### src/rtl/audio_pkg.sv
// Shared widths, sample/level types and gain FSM encoding for the envelope VCA.
package audio_pkg;

    localparam int unsigned SAMPLE_W = 16;
    localparam int unsigned LEVEL_W  = 8;

    typedef logic signed [SAMPLE_W-1:0] sample_t;
    typedef logic        [LEVEL_W-1:0]  level_t;

    typedef enum logic [1:0] {
        IDLE,
        RAMP,
        TRACK
    } gain_state_t;

endpackage

### src/rtl/envelope_vca_if.sv
// Sample stream handshake: source-side and sink-side valid/ready pairs.
interface envelope_vca_if;
    import audio_pkg::*;

    logic    in_valid;
    logic    in_ready;
    sample_t in_sample;
    logic    out_valid;
    logic    out_ready;
    sample_t out_sample;

    modport master (
        output in_valid, in_sample, out_ready,
        input  in_ready, out_valid, out_sample
    );

    modport slave (
        input  in_valid, in_sample, out_ready,
        output in_ready, out_valid, out_sample
    );

endinterface

### src/rtl/envelope_vca_gain_slew.sv
// Slew-limited gain register tracking the envelope level, plus the IDLE/RAMP/TRACK state.
module gain_slew
    import audio_pkg::*;
#(
    parameter int unsigned SLEW_STEP = 4
) (
    input  logic        clk,
    input  logic        rst_n,
    input  logic        step_en,
    input  level_t      level,
    output level_t      gain,
    output gain_state_t state
);

    localparam logic signed [LEVEL_W:0] STEP = (LEVEL_W+1)'(SLEW_STEP);

    logic signed [LEVEL_W:0] diff;
    level_t                  gain_nxt;
    gain_state_t             state_nxt;

    always_comb begin
        diff     = $signed({1'b0, level}) - $signed({1'b0, gain});
        gain_nxt = gain;
        if (step_en) begin
            // Snap to level when within one step so the ramp never overshoots or wraps.
            if ((diff <= STEP) && (diff >= -STEP)) begin
                gain_nxt = level;
            end else if (!diff[LEVEL_W]) begin
                gain_nxt = gain + LEVEL_W'(SLEW_STEP);
            end else begin
                gain_nxt = gain - LEVEL_W'(SLEW_STEP);
            end
        end
    end

    always_comb begin
        state_nxt = RAMP;
        if (gain_nxt == level) begin
            state_nxt = (gain_nxt == '0) ? IDLE : TRACK;
        end
    end

    always_ff @(posedge clk or negedge rst_n) begin
        if (!rst_n) begin
            gain  <= '0;
            state <= IDLE;
        end else begin
            gain  <= gain_nxt;
            state <= state_nxt;
        end
    end

endmodule

### src/rtl/envelope_vca.sv
// Envelope-controlled amplifier: slewed gain applied to a signed sample stream
// through a two-stage valid/ready pipeline with unity and mute bypass.
module envelope_vca
    import audio_pkg::*;
#(
    parameter int unsigned SLEW_STEP = 4
) (
    input  logic                 sys_clk,
    input  logic                 sys_rst_n,
    input  level_t               level,
    envelope_vca_if.slave        bus,
    output logic                 active
);

    localparam int unsigned PROD_W = SAMPLE_W + LEVEL_W + 1;

    logic                     en;
    logic                     accept;
    logic                     s1_valid;
    sample_t                  s1_sample;
    level_t                   s1_gain;
    logic                     s2_valid;
    sample_t                  s2_sample;
    logic signed [PROD_W-1:0] prod;
    sample_t                  result;
    level_t                   gain;
    gain_state_t              state;

    assign en     = !s2_valid || bus.out_ready;
    assign accept = bus.in_valid && en;

    assign bus.in_ready   = en;
    assign bus.out_valid  = s2_valid;
    assign bus.out_sample = s2_sample;
    assign active         = (state != IDLE);

    gain_slew #(
        .SLEW_STEP (SLEW_STEP)
    ) u_slew (
        .clk     (sys_clk),
        .rst_n   (sys_rst_n),
        .step_en (accept),
        .level   (level),
        .gain    (gain),
        .state   (state)
    );

    always_comb begin
        prod = PROD_W'(s1_sample) * PROD_W'($signed({1'b0, s1_gain}));
        if (s1_gain == '1) begin
            result = s1_sample;
        end else if (s1_gain == '0) begin
            result = '0;
        end else begin
            // Round half up, then arithmetic shift; |result| <= 32640 so truncation is exact.
            result = sample_t'((prod + PROD_W'(128)) >>> 8);
        end
    end

    always_ff @(posedge sys_clk or negedge sys_rst_n) begin
        if (!sys_rst_n) begin
            s1_valid  <= 1'b0;
            s1_sample <= '0;
            s1_gain   <= '0;
            s2_valid  <= 1'b0;
            s2_sample <= '0;
        end else if (en) begin
            s1_valid  <= accept;
            s1_sample <= bus.in_sample;
            s1_gain   <= gain;
            s2_valid  <= s1_valid;
            s2_sample <= result;
        end
    end

endmodule
### src/flat_wrapper.sv
// flat-port wrapper written by rule: the top's interface ports become plain ports
module envelope_vca_flat import audio_pkg::*;
#(
    parameter int unsigned SLEW_STEP = 4
)
  (sys_clk, sys_rst_n, level, active, bus_in_valid, bus_in_sample, bus_out_ready, bus_in_ready, bus_out_valid, bus_out_sample);
  envelope_vca_if bus_i ();
  input  logic sys_clk;
  input  logic sys_rst_n;
  input  level_t level;
  output logic active;
  input wire logic [$bits(bus_i.in_valid)-1:0] bus_in_valid;
  input wire logic [$bits(bus_i.in_sample)-1:0] bus_in_sample;
  input wire logic [$bits(bus_i.out_ready)-1:0] bus_out_ready;
  output wire logic [$bits(bus_i.in_ready)-1:0] bus_in_ready;
  output wire logic [$bits(bus_i.out_valid)-1:0] bus_out_valid;
  output wire logic [$bits(bus_i.out_sample)-1:0] bus_out_sample;
  assign bus_i.in_valid = bus_in_valid;
  assign bus_i.in_sample = bus_in_sample;
  assign bus_i.out_ready = bus_out_ready;
  assign bus_in_ready = bus_i.in_ready;
  assign bus_out_valid = bus_i.out_valid;
  assign bus_out_sample = bus_i.out_sample;
  envelope_vca #(.SLEW_STEP(SLEW_STEP)) u_core (.sys_clk(sys_clk), .sys_rst_n(sys_rst_n), .level(level), .bus(bus_i), .active(active));
endmodule
### config.mk
export PLATFORM = sky130hd
export DESIGN_NAME = envelope_vca_flat
export DESIGN_NICKNAME = d
export VERILOG_FILES = /design/src/rtl/audio_pkg.sv /design/src/rtl/envelope_vca_if.sv /design/src/rtl/envelope_vca_gain_slew.sv /design/src/rtl/envelope_vca.sv /design/src/flat_wrapper.sv
export SDC_FILE = /design/constraint.sdc
export NUM_CORES = 1
export LEC_CHECK = 0
export CAP_MARGIN = 20
export CORE_ASPECT_RATIO = 0.6
export CORE_UTILIZATION = 40
export CTS_CLUSTER_DIAMETER = 150
export DETAILED_ROUTE_END_ITERATION = 12
export HOLD_SLACK_MARGIN = 0.12
export SYNTH_ARGS = -nofsm -noshare
export SYNTH_HDL_FRONTEND = slang
export SYNTH_SLANG_ARGS = --single-unit
### constraint.sdc
create_clock -name sys_clk -period 5.8 [get_ports sys_clk]
set_input_delay 1.16 -clock sys_clk [delete_from_list [all_inputs] [get_ports sys_clk]]
set_output_delay 1.16 -clock sys_clk [all_outputs]
set_load 0.1 [all_outputs]
==> flow_summary.toml, run 1 <==
[place]
place.gp.congestion = 0.886
placed_cells = 1089
dp_slack_ns = 0.0606
hpwl_um = 15100
port_buffers = 46

[global_route]
grtUsageTotal = 0.216
grt_pass1_wl_um = 31700
grt_max_degree = 53
antenna_found_initial = 0
gr-total-overflow = 0
grt_pass1_vias = 5812

[finish]
layout_common_cells = "nand2_1 (141), inv_1 (106), fa_1 (102)"
fin_cells = 1096
areaGrowthSynthToFinish_pct = 14.0
nFillCells = 1776
seq_area_um2 = 1310
n_antenna_cell = 0
multi_input_comb_area_um2 = 5560
final_common_cell = "nand2_1"
fin_nets = 1056
finalCoreUtilization = 0.465
drive_gt1_frac = 0.0748

[outcome]
status = "finished clean"

[sta]
slew_viol_final = 0
setup_viol = 0
max_freq_mhz = 179
max_slew_margin = 0.302
hold_viol = 0
period_share = 0.966
fin_tns_setup_ns = 0
period_needed_ns = 5.60
layout_setup_ws_ns = 0.200
fin_worst_skew_ns = 0.00689
rsz0062_at_grt = "false"
tightest_slew_ns = 1.04

[synthesis]
synth_ff_type = "dfrtp_1"
synth_edf_count = 0
syn_area_per_cell_um2 = 9.05
ys_types = 63
ys_top_cells_by_area = "fa_1 (28%), dfrtp_1 (18%), ha_1 (12%)"
syn_nets = 1014
ys_async_sr_fraction = 1.00
yosysTopAreaCellShare = 0.277
synth_top_cell_by_area = "fa_1"
yosysWarnings = 0
netlist_area_um2 = 7370
syn_inst = 814
ys_ff_latch = 52
yosysSeqAreaShare = 0.177

[floorplan]
ios = 47
die-width_um = 177
start_util = 0.408
die_h_um = 107
core.rowCount = 38
dieArea_um2 = 19000
core_um2 = 18100

[drt]
drt_iter0_markers = 348
antenna_left = 0
drc_errors = 0
routedWlPerCell_um = 17.1
wl_um = 18700
avgViaCountPerCell = 5.13
vias = 5625
first_pass_iters = 4

[setup_path]
cp.required_ns = 5.98
end_kind = "register"
setup.worst_path.class = "reg2reg"
start_kind = "register"
cp_max_fo = 7
cp.arrival_ns = 5.78

[clock_tree]
cts_root_buffer = "clkbuf_16"
path_clk_slew_ns = 0.08
insertion_delay_ns = 0.30
cts-htree-levels = 2
post_cts_buffers = 0
cts_tree = "built"
cts_hold_buf = 0
clk_path_buf_depth = 2
cts_buffers = 5
cts_resized = 0
cts.sinks = 52

[job]
drv_cap = 0

[worst_hold_path]
hp-class = "reg2reg"
## flip-flops by register name, indices dropped and copies added, names as in the netlist
name and cells:
u_core.bus.out_valid 1, u_core.s1_valid 1, u_core.s1_gain 8, u_core.bus.out_sample 16, u_core.u_slew.state 2, u_core.u_slew.gain 8, u_core.s1_sample 16
## Yosys cell counts (2+ instances only)
library cell,number
nand2b_1,3
nand3_1,4
xor2_1,10
a221o_1,3
mux2i_1,5
o21ai_0,18
o311ai_0,2
o22ai_1,6
nor4_1,4
o31ai_1,2
nand2_1,141
inv_1,106
o21a_1,3
dfrtp_1,52
a21oi_1,19
a31oi_1,3
nor3_1,5
o2111ai_1,4
or3_1,4
o31ai_4,2
fa_1,102
a211oi_1,3
or2_2,2
and4_1,2
xnor2_1,26
and2_1,71
clkbuf_1,37
buf_1,3
o41a_1,3
ha_1,70
mux2_2,2
a221oi_1,11
nor2b_1,5
nor2_1,40
a31o_2,2
and3_1,6
a21o_1,7
## critical path, stage by stage, from the launching register on
cell and delay [ns]:
dfrtp_2 0.45, and2_1 0.17, fa_1 0.45, fa_1 0.57
inv_1 0.06, fa_1 0.47, inv_1 0.05, fa_1 0.54
fa_1 0.43, ha_1 0.32, and4_1 0.22, nor4b_4 0.14
o41a_1 0.54, a21o_1 0.25, a31oi_1 0.17, buf_4 0.16
o21bai_1 0.09, a21oi_1 0.17, xnor2_1 0.13, o22ai_1 0.09
## cells by family (layout without fill, tap and decap cells)
logic type                 count (synthesis)  after routing  share of synthesized area
muxes                                      7              7                    0.00985
AOI/OAI and AO/OA                        105            105                      0.108
adders and majority gates                172            172                      0.396
buffers and inverters                    147            189                     0.0759
xor gates and xnor gates                  36             36                     0.0428
and+or+nand+nor                          295            295                      0.191
DFF                                       52             52                      0.177
## metrics by stage
| stage | hold slack (ns) | instance area [µm²] |
|---|---|---|
| 3_3_place_gp | 0.468 | 8210 |
| 3_5_place_dp | 0.445 | 8210 |
| 6_report | 0.488 | 8400 |
| 5_1_grt | 0.542 | 8400 |
| 4_1_cts | 0.484 | 8350 |
| 2_1_floorplan | 0.435 | 7370 |
## worst paths after layout
kind / from / cells past startpoint / slack (ns) / to
max: u_core.s1_gain[5]$_DFFE_PN0N_ / 19 / 0.20 / u_core.bus.out_sample[15]$_DFFE_PN0N_
min reg2reg: u_core.s1_valid$_DFFE_PN0N_ / 2 / 0.49 / u_core.s1_valid$_DFFE_PN0N_
min in group asynchronous: sys_rst_n / 2 / 0.99 / u_core.bus.out_sample[13]$_DFFE_PN0N_
max in group asynchronous: sys_rst_n / 2 / 4.30 / u_core.s1_gain[5]$_DFFE_PN0N_
min: u_core.s1_valid$_DFFE_PN0N_ / 2 / 0.49 / u_core.s1_valid$_DFFE_PN0N_
max reg2reg: u_core.s1_gain[5]$_DFFE_PN0N_ / 19 / 0.20 / u_core.bus.out_sample[15]$_DFFE_PN0N_
## cell type report
type,count,area share
Clock buffer,5,0.0149
Clock inverter,2,0.00194
Inverter,106,0.0474
Multi-Input combinational cell,615,0.662
Sequential cell,52,0.156
Tap cell,240,0.0358
Timing Repair Buffer,76,0.0822
## metal layers
metal	part of all wire	GRT usage	vias to the layer above
li1	-	-	2703
met1	0.56	0.358	2786
met2	0.39	0.300	132
met3	0.055	0.0355	4
met4	0.0011	0.00924	0
met5	0	0	-
Power of run 1 is not shown: default switching activity piles up to over one toggle a cycle in this logic, so the estimate is an artifact.
==> run 2, diff against run 1 <==
--- a/config.mk
+++ b/config.mk
@@ -6,7 +6,7 @@
 export NUM_CORES = 1
 export LEC_CHECK = 0
 export CAP_MARGIN = 20
-export CORE_ASPECT_RATIO = 0.6
+export CORE_ASPECT_RATIO = 0.9
 export CORE_UTILIZATION = 40
 export CTS_CLUSTER_DIAMETER = 150
 export DETAILED_ROUTE_END_ITERATION = 12
==> flow_summary.toml, run 2 (same netlist as run 1, synthesis figures left out) <==
[setup_path]
cp_num_buf_inv = 2
crit_family = "adder cells"
reg2regPathDepth = 17
end_kind = "register"
crit_cells = 17
cp.required_ns = 5.99
worst_path_max_delay_cell = "fa_1"
slowest_delay_ns = 0.55
start_kind = "register"
crit_path_frequent_cell = "fa_1"
cp.arrival_ns = 5.74
cp_max_fo = 6
setup.worst_path.class = "reg2reg"
path_cells = "and2_1 > fa_1 > fa_1 > inv_1 > fa_1 > inv_1 > fa_1 > fa_1 > ha_1 > and4_1 > nor4b_2 > o41a_1 > o21ai_0 > nand2b_1 > a31o_2 > xor2_1 > a221o_1"

[drt]
antenna_left = 0
first_pass_iters = 4
drc_errors = 0
vias = 5564
drt_iter0_markers = 251
routedWlPerCell_um = 15.9
avgViaCountPerCell = 5.09
wl_um = 17400

[place]
hpwl_um = 13900
dp_slack_ns = 0.168
port_buffers = 46
place.gp.congestion = 0.862

[clock_tree]
insertion_delay_ns = 0.30
clk_path_buf_depth = 2
post_cts_buffers = 0
cts_tree = "built"
path_clk_slew_ns = 0.08
cts-htree-levels = 2
cts.sinks = 52
cts_root_buffer = "clkbuf_16"
cts_buffers = 5

[sta]
fin_worst_skew_ns = 0.00797
max_slew_margin = 0.328
hold_viol = 0
rsz0062_at_grt = "false"
tightest_slew_ns = 1.00
max_freq_mhz = 180
fin_hold_ws_ns = 0.488
fin_tns_setup_ns = 0
period_share = 0.957
setup_viol = 0
slew_viol_final = 0
period_needed_ns = 5.55
layout_setup_ws_ns = 0.251

[worst_hold_path]
hold_depth = 1
hp-class = "reg2reg"

[global_route]
antenna_found_initial = 0
grtUsageTotal = 0.204
gr-total-overflow = 0
grt_max_degree = 53
grt_pass1_wl_um = 30600
grt_pass1_vias = 6032

[floorplan]
die_h_um = 131
core.rowCount = 46
die-width_um = 145
start_util = 0.413
ios = 47
core_um2 = 17800
dieArea_um2 = 19000

[outcome]
status = "finished clean"

[finish]
layout_common_cells = "nand2_1 (141), inv_1 (106), fa_1 (102)"
drive_gt1_frac = 0.0703
fin_nets = 1053
final_common_cell = "nand2_1"
areaGrowthSynthToFinish_pct = 13.7
nFillCells = 1748
n_antenna_cell = 0

[job]
drv_cap = 0
-- run 2: cell count changes in the layout (fill, tap and decap cells not counted), sizes merged --
cell,previous run,this run
clkinvlp,1,0
clkinv,0,1
clkbuf,5,6
bufinv,0,1
inv,107,106
buf,32,29
-- run 2: layout make-up --
type	count	area (µm²)	share of cell area
well taps	240	300	0.0359
clock inverters	2	38.8	0.00463
repair buffers	73	656	0.0783
inverters	106	398	0.0475
clock buffers	6	139	0.0166
multi-input cells	615	5540	0.661
flip-flops and latches	52	1300	0.156
-- run 2: final timing paths --
path,from,to,slack (ns)
setup / recovery,u_core.s1_sample[1]$_DFFE_PN0N_,u_core.bus.out_sample[8]$_DFFE_PN0N_,0.25
hold / removal,u_core.s1_valid$_DFFE_PN0N_,u_core.bus.out_valid$_DFFE_PN0N_,0.49
setup reg to reg,u_core.s1_sample[1]$_DFFE_PN0N_,u_core.bus.out_sample[8]$_DFFE_PN0N_,0.25
hold reg to reg,u_core.s1_valid$_DFFE_PN0N_,u_core.bus.out_valid$_DFFE_PN0N_,0.49
max in group asynchronous,sys_rst_n,u_core.s1_gain[1]$_DFFE_PN0N_,4.32
min in group asynchronous,sys_rst_n,u_core.bus.out_sample[13]$_DFFE_PN0N_,0.98
-- run 2: metal layers --
metal | routed length, µm | share of wire | track usage
met1 | 8680 | 0.50 | 0.286
met2 | 7900 | 0.45 | 0.346
met3 | 693 | 0.040 | 0.0285
met4 | 114 | 0.0066 | 0.0248
met5 | 0 | 0 | 0
-- run 2: stage by stage --
step	instance area, µm²	instances	util
global placement	8180	1086	0.458
detailed placement	8180	1086	0.458
finish	8380	1094	0.469
CTS	8350	1094	0.468
floorplan	7370	814	-
global route	8380	1094	0.469
-- run 2: what timing repair did --
action,in CTS,in global routing
hold buffers,0,0
endpoints found under the setup margin,0,11
resized for setup,0,5
-- run 2: worst register-to-register path: cells and delay by family (launching register included) --
| family | cells | cell delay (ns) |
|---|---|---|
| flops | 1 | 0.43 |
| fa+ha+maj | 6 | 2.78 |
| simple gates | 4 | 0.73 |
| compound gates | 4 | 1.28 |
| buf+inv | 2 | 0.10 |
| xor+xnor | 1 | 0.14 |
Power of run 2 is left out for the same reason.
==> run 3, diff against run 2 <==
--- a/config.mk
+++ b/config.mk
@@ -10,7 +10,8 @@
 export CORE_UTILIZATION = 40
 export CTS_CLUSTER_DIAMETER = 150
 export DETAILED_ROUTE_END_ITERATION = 12
-export HOLD_SLACK_MARGIN = 0.12
+export HOLD_SLACK_MARGIN = 0.05
+export SETUP_SLACK_MARGIN = 0.05
 export SYNTH_ARGS = -nofsm -noshare
 export SYNTH_HDL_FRONTEND = slang
 export SYNTH_SLANG_ARGS = --single-unit
==> flow_summary.toml, run 3 (same netlist as run 1, synthesis figures left out) <==
[outcome]
status = "finished clean"

[drt]
drc_errors = 0
first_pass_iters = 4
antenna_left = 0
vias = 5589
routedWlPerCell_um = 15.9
drt_iter0_markers = 219
avgViaCountPerCell = 5.09
wl_um = 17500

[worst_hold_path]
hp-class = "reg2reg"
hp-start = "u_core.s1_valid$_DFFE_PN0N_"
hold_depth = 1
holdPathEnd = "u_core.bus.out_valid$_DFFE_PN0N_"

[finish]
layout_common_cells = "nand2_1 (141), inv_1 (106), fa_1 (101)"
fin_cells = 1098
areaGrowthSynthToFinish_pct = 14.2
final_area_um2 = 8420
drive_gt1_frac = 0.0793
final_common_cell = "nand2_1"
finalCoreUtilization = 0.472
n_antenna_cell = 0
fin_nets = 1057

[job]
drv_cap = 0

[place]
place.gp.congestion = 0.862
postPlaceCellArea_um2 = 8180
port_buffers = 46
hpwl_um = 13900
placed_cells = 1086

[setup_path]
cp.required_ns = 5.98
reg2regPathDepth = 17
timing.rr.start = "u_core.s1_gain[3]$_DFFE_PN0N_"
cp.arrival_ns = 5.70
r2r_end = "u_core.bus.out_sample[15]$_DFFE_PN0N_"
start_kind = "register"
end_kind = "register"
cp_max_fo = 12
reg2reg_slack_ns = 0.28
setup.worst_path.class = "reg2reg"

[clock_tree]
cts_root_buffer = "clkbuf_16"
cts_hold_buf = 0
cts_buffers = 5
cts_tree = "built"
clk_path_buf_depth = 2
insertion_delay_ns = 0.30
path_clk_slew_ns = 0.08
cts-htree-levels = 2
cts.sinks = 52

[sta]
period_needed_ns = 5.52
fin_worst_skew_ns = 0.00832
rsz0062_at_grt = "false"
setup_viol = 0
max_freq_mhz = 181
period_share = 0.951
fin_tns_setup_ns = 0
max_slew_margin = 0.328
hold_viol = 0
tightest_slew_ns = 1.00
slew_viol_final = 0

[floorplan]
ios = 47
dieArea_um2 = 19000
die_h_um = 131
die-width_um = 145
core.rowCount = 46
core_um2 = 17800
start_util = 0.413

[global_route]
grt_pass1_vias = 6032
grt_pass1_wl_um = 30600
grt_max_degree = 53
grtUsageTotal = 0.204
antenna_found_initial = 0
gr-total-overflow = 0
==> run 3: changes by cell type in the layout (fill, tap and decap cells not counted), sizes merged <==
cell | before | now
buf | 29 | 33
==> run 3: cell type report <==
type / count / area (µm²)
sequential: 52 / 1310
multi-input combinational: 615 / 5550
timing repair buffer: 77 / 686
inverter: 106 / 398
tap: 240 / 300
clock buffer: 6 / 139
clock inverter: 2 / 38.8
fill: 1744 / 9430
==> run 3: layer usage <==
layer / GRT usage / routed length, µm / up-vias
met5: 0 / 0 / -
met4: 0.0248 / 121 / 0
met3: 0.0285 / 759 / 14
met2: 0.346 / 7960 / 116
met1: 0.286 / 8650 / 2750
li1: - / - / 2709
==> run 3: per-stage QoR <==
| stage | worst slack, ns | hold WS (ns) |
|---|---|---|
| after global placement | 0.261 | 0.457 |
| final | 0.284 | 0.488 |
| after detailed placement | 0.168 | 0.453 |
| after CTS | 0.182 | 0.492 |
| after floorplan | 0.123 | 0.435 |
| after global routing | 0.0554 | 0.518 |
==> run 3: what timing repair did <==
action,4_1_cts,5_1_grt
endpoints found under the setup margin,0,11
resized for setup,0,10
setup buffers,0,4
==> run 3: worst max-delay path, stage by stage, from the launching register on <==
cell	delay (ns)
dfrtp_2	0.44
buf_4	0.19
and2_1	0.17
fa_1	0.50
fa_1	0.51
fa_1	0.51
fa_1	0.49
ha_1	0.31
ha_1	0.35
a21o_1	0.20
a221o_1	0.36
a2111o_1	0.42
a21o_1	0.19
a31oi_2	0.22
o21bai_1	0.12
a21oi_1	0.18
xnor2_1	0.13
o22ai_1	0.09
==> run 3: worst max-delay path by stage <==
| stage | from | end | slack, ns |
|---|---|---|---|
| 2_1_floorplan | u_core.s1_gain[2]$_DFFE_PN0N_ | u_core.bus.out_sample[8]$_DFFE_PN0N_ | 0.12 |
| 6_report | u_core.s1_gain[3]$_DFFE_PN0N_ | u_core.bus.out_sample[15]$_DFFE_PN0N_ | 0.28 |
| 5_1_grt | u_core.s1_sample[14]$_DFFE_PN0N_ | u_core.bus.out_sample[15]$_DFFE_PN0N_ | 0.06 |
| 3_3_place_gp | u_core.s1_gain[3]$_DFFE_PN0N_ | u_core.bus.out_sample[15]$_DFFE_PN0N_ | 0.26 |
| 4_1_cts | u_core.s1_gain[3]$_DFFE_PN0N_ | u_core.bus.out_sample[15]$_DFFE_PN0N_ | 0.18 |
| 3_5_place_dp | u_core.s1_gain[3]$_DFFE_PN0N_ | u_core.bus.out_sample[15]$_DFFE_PN0N_ | 0.17 |
Power of run 3 is left out for the same reason.
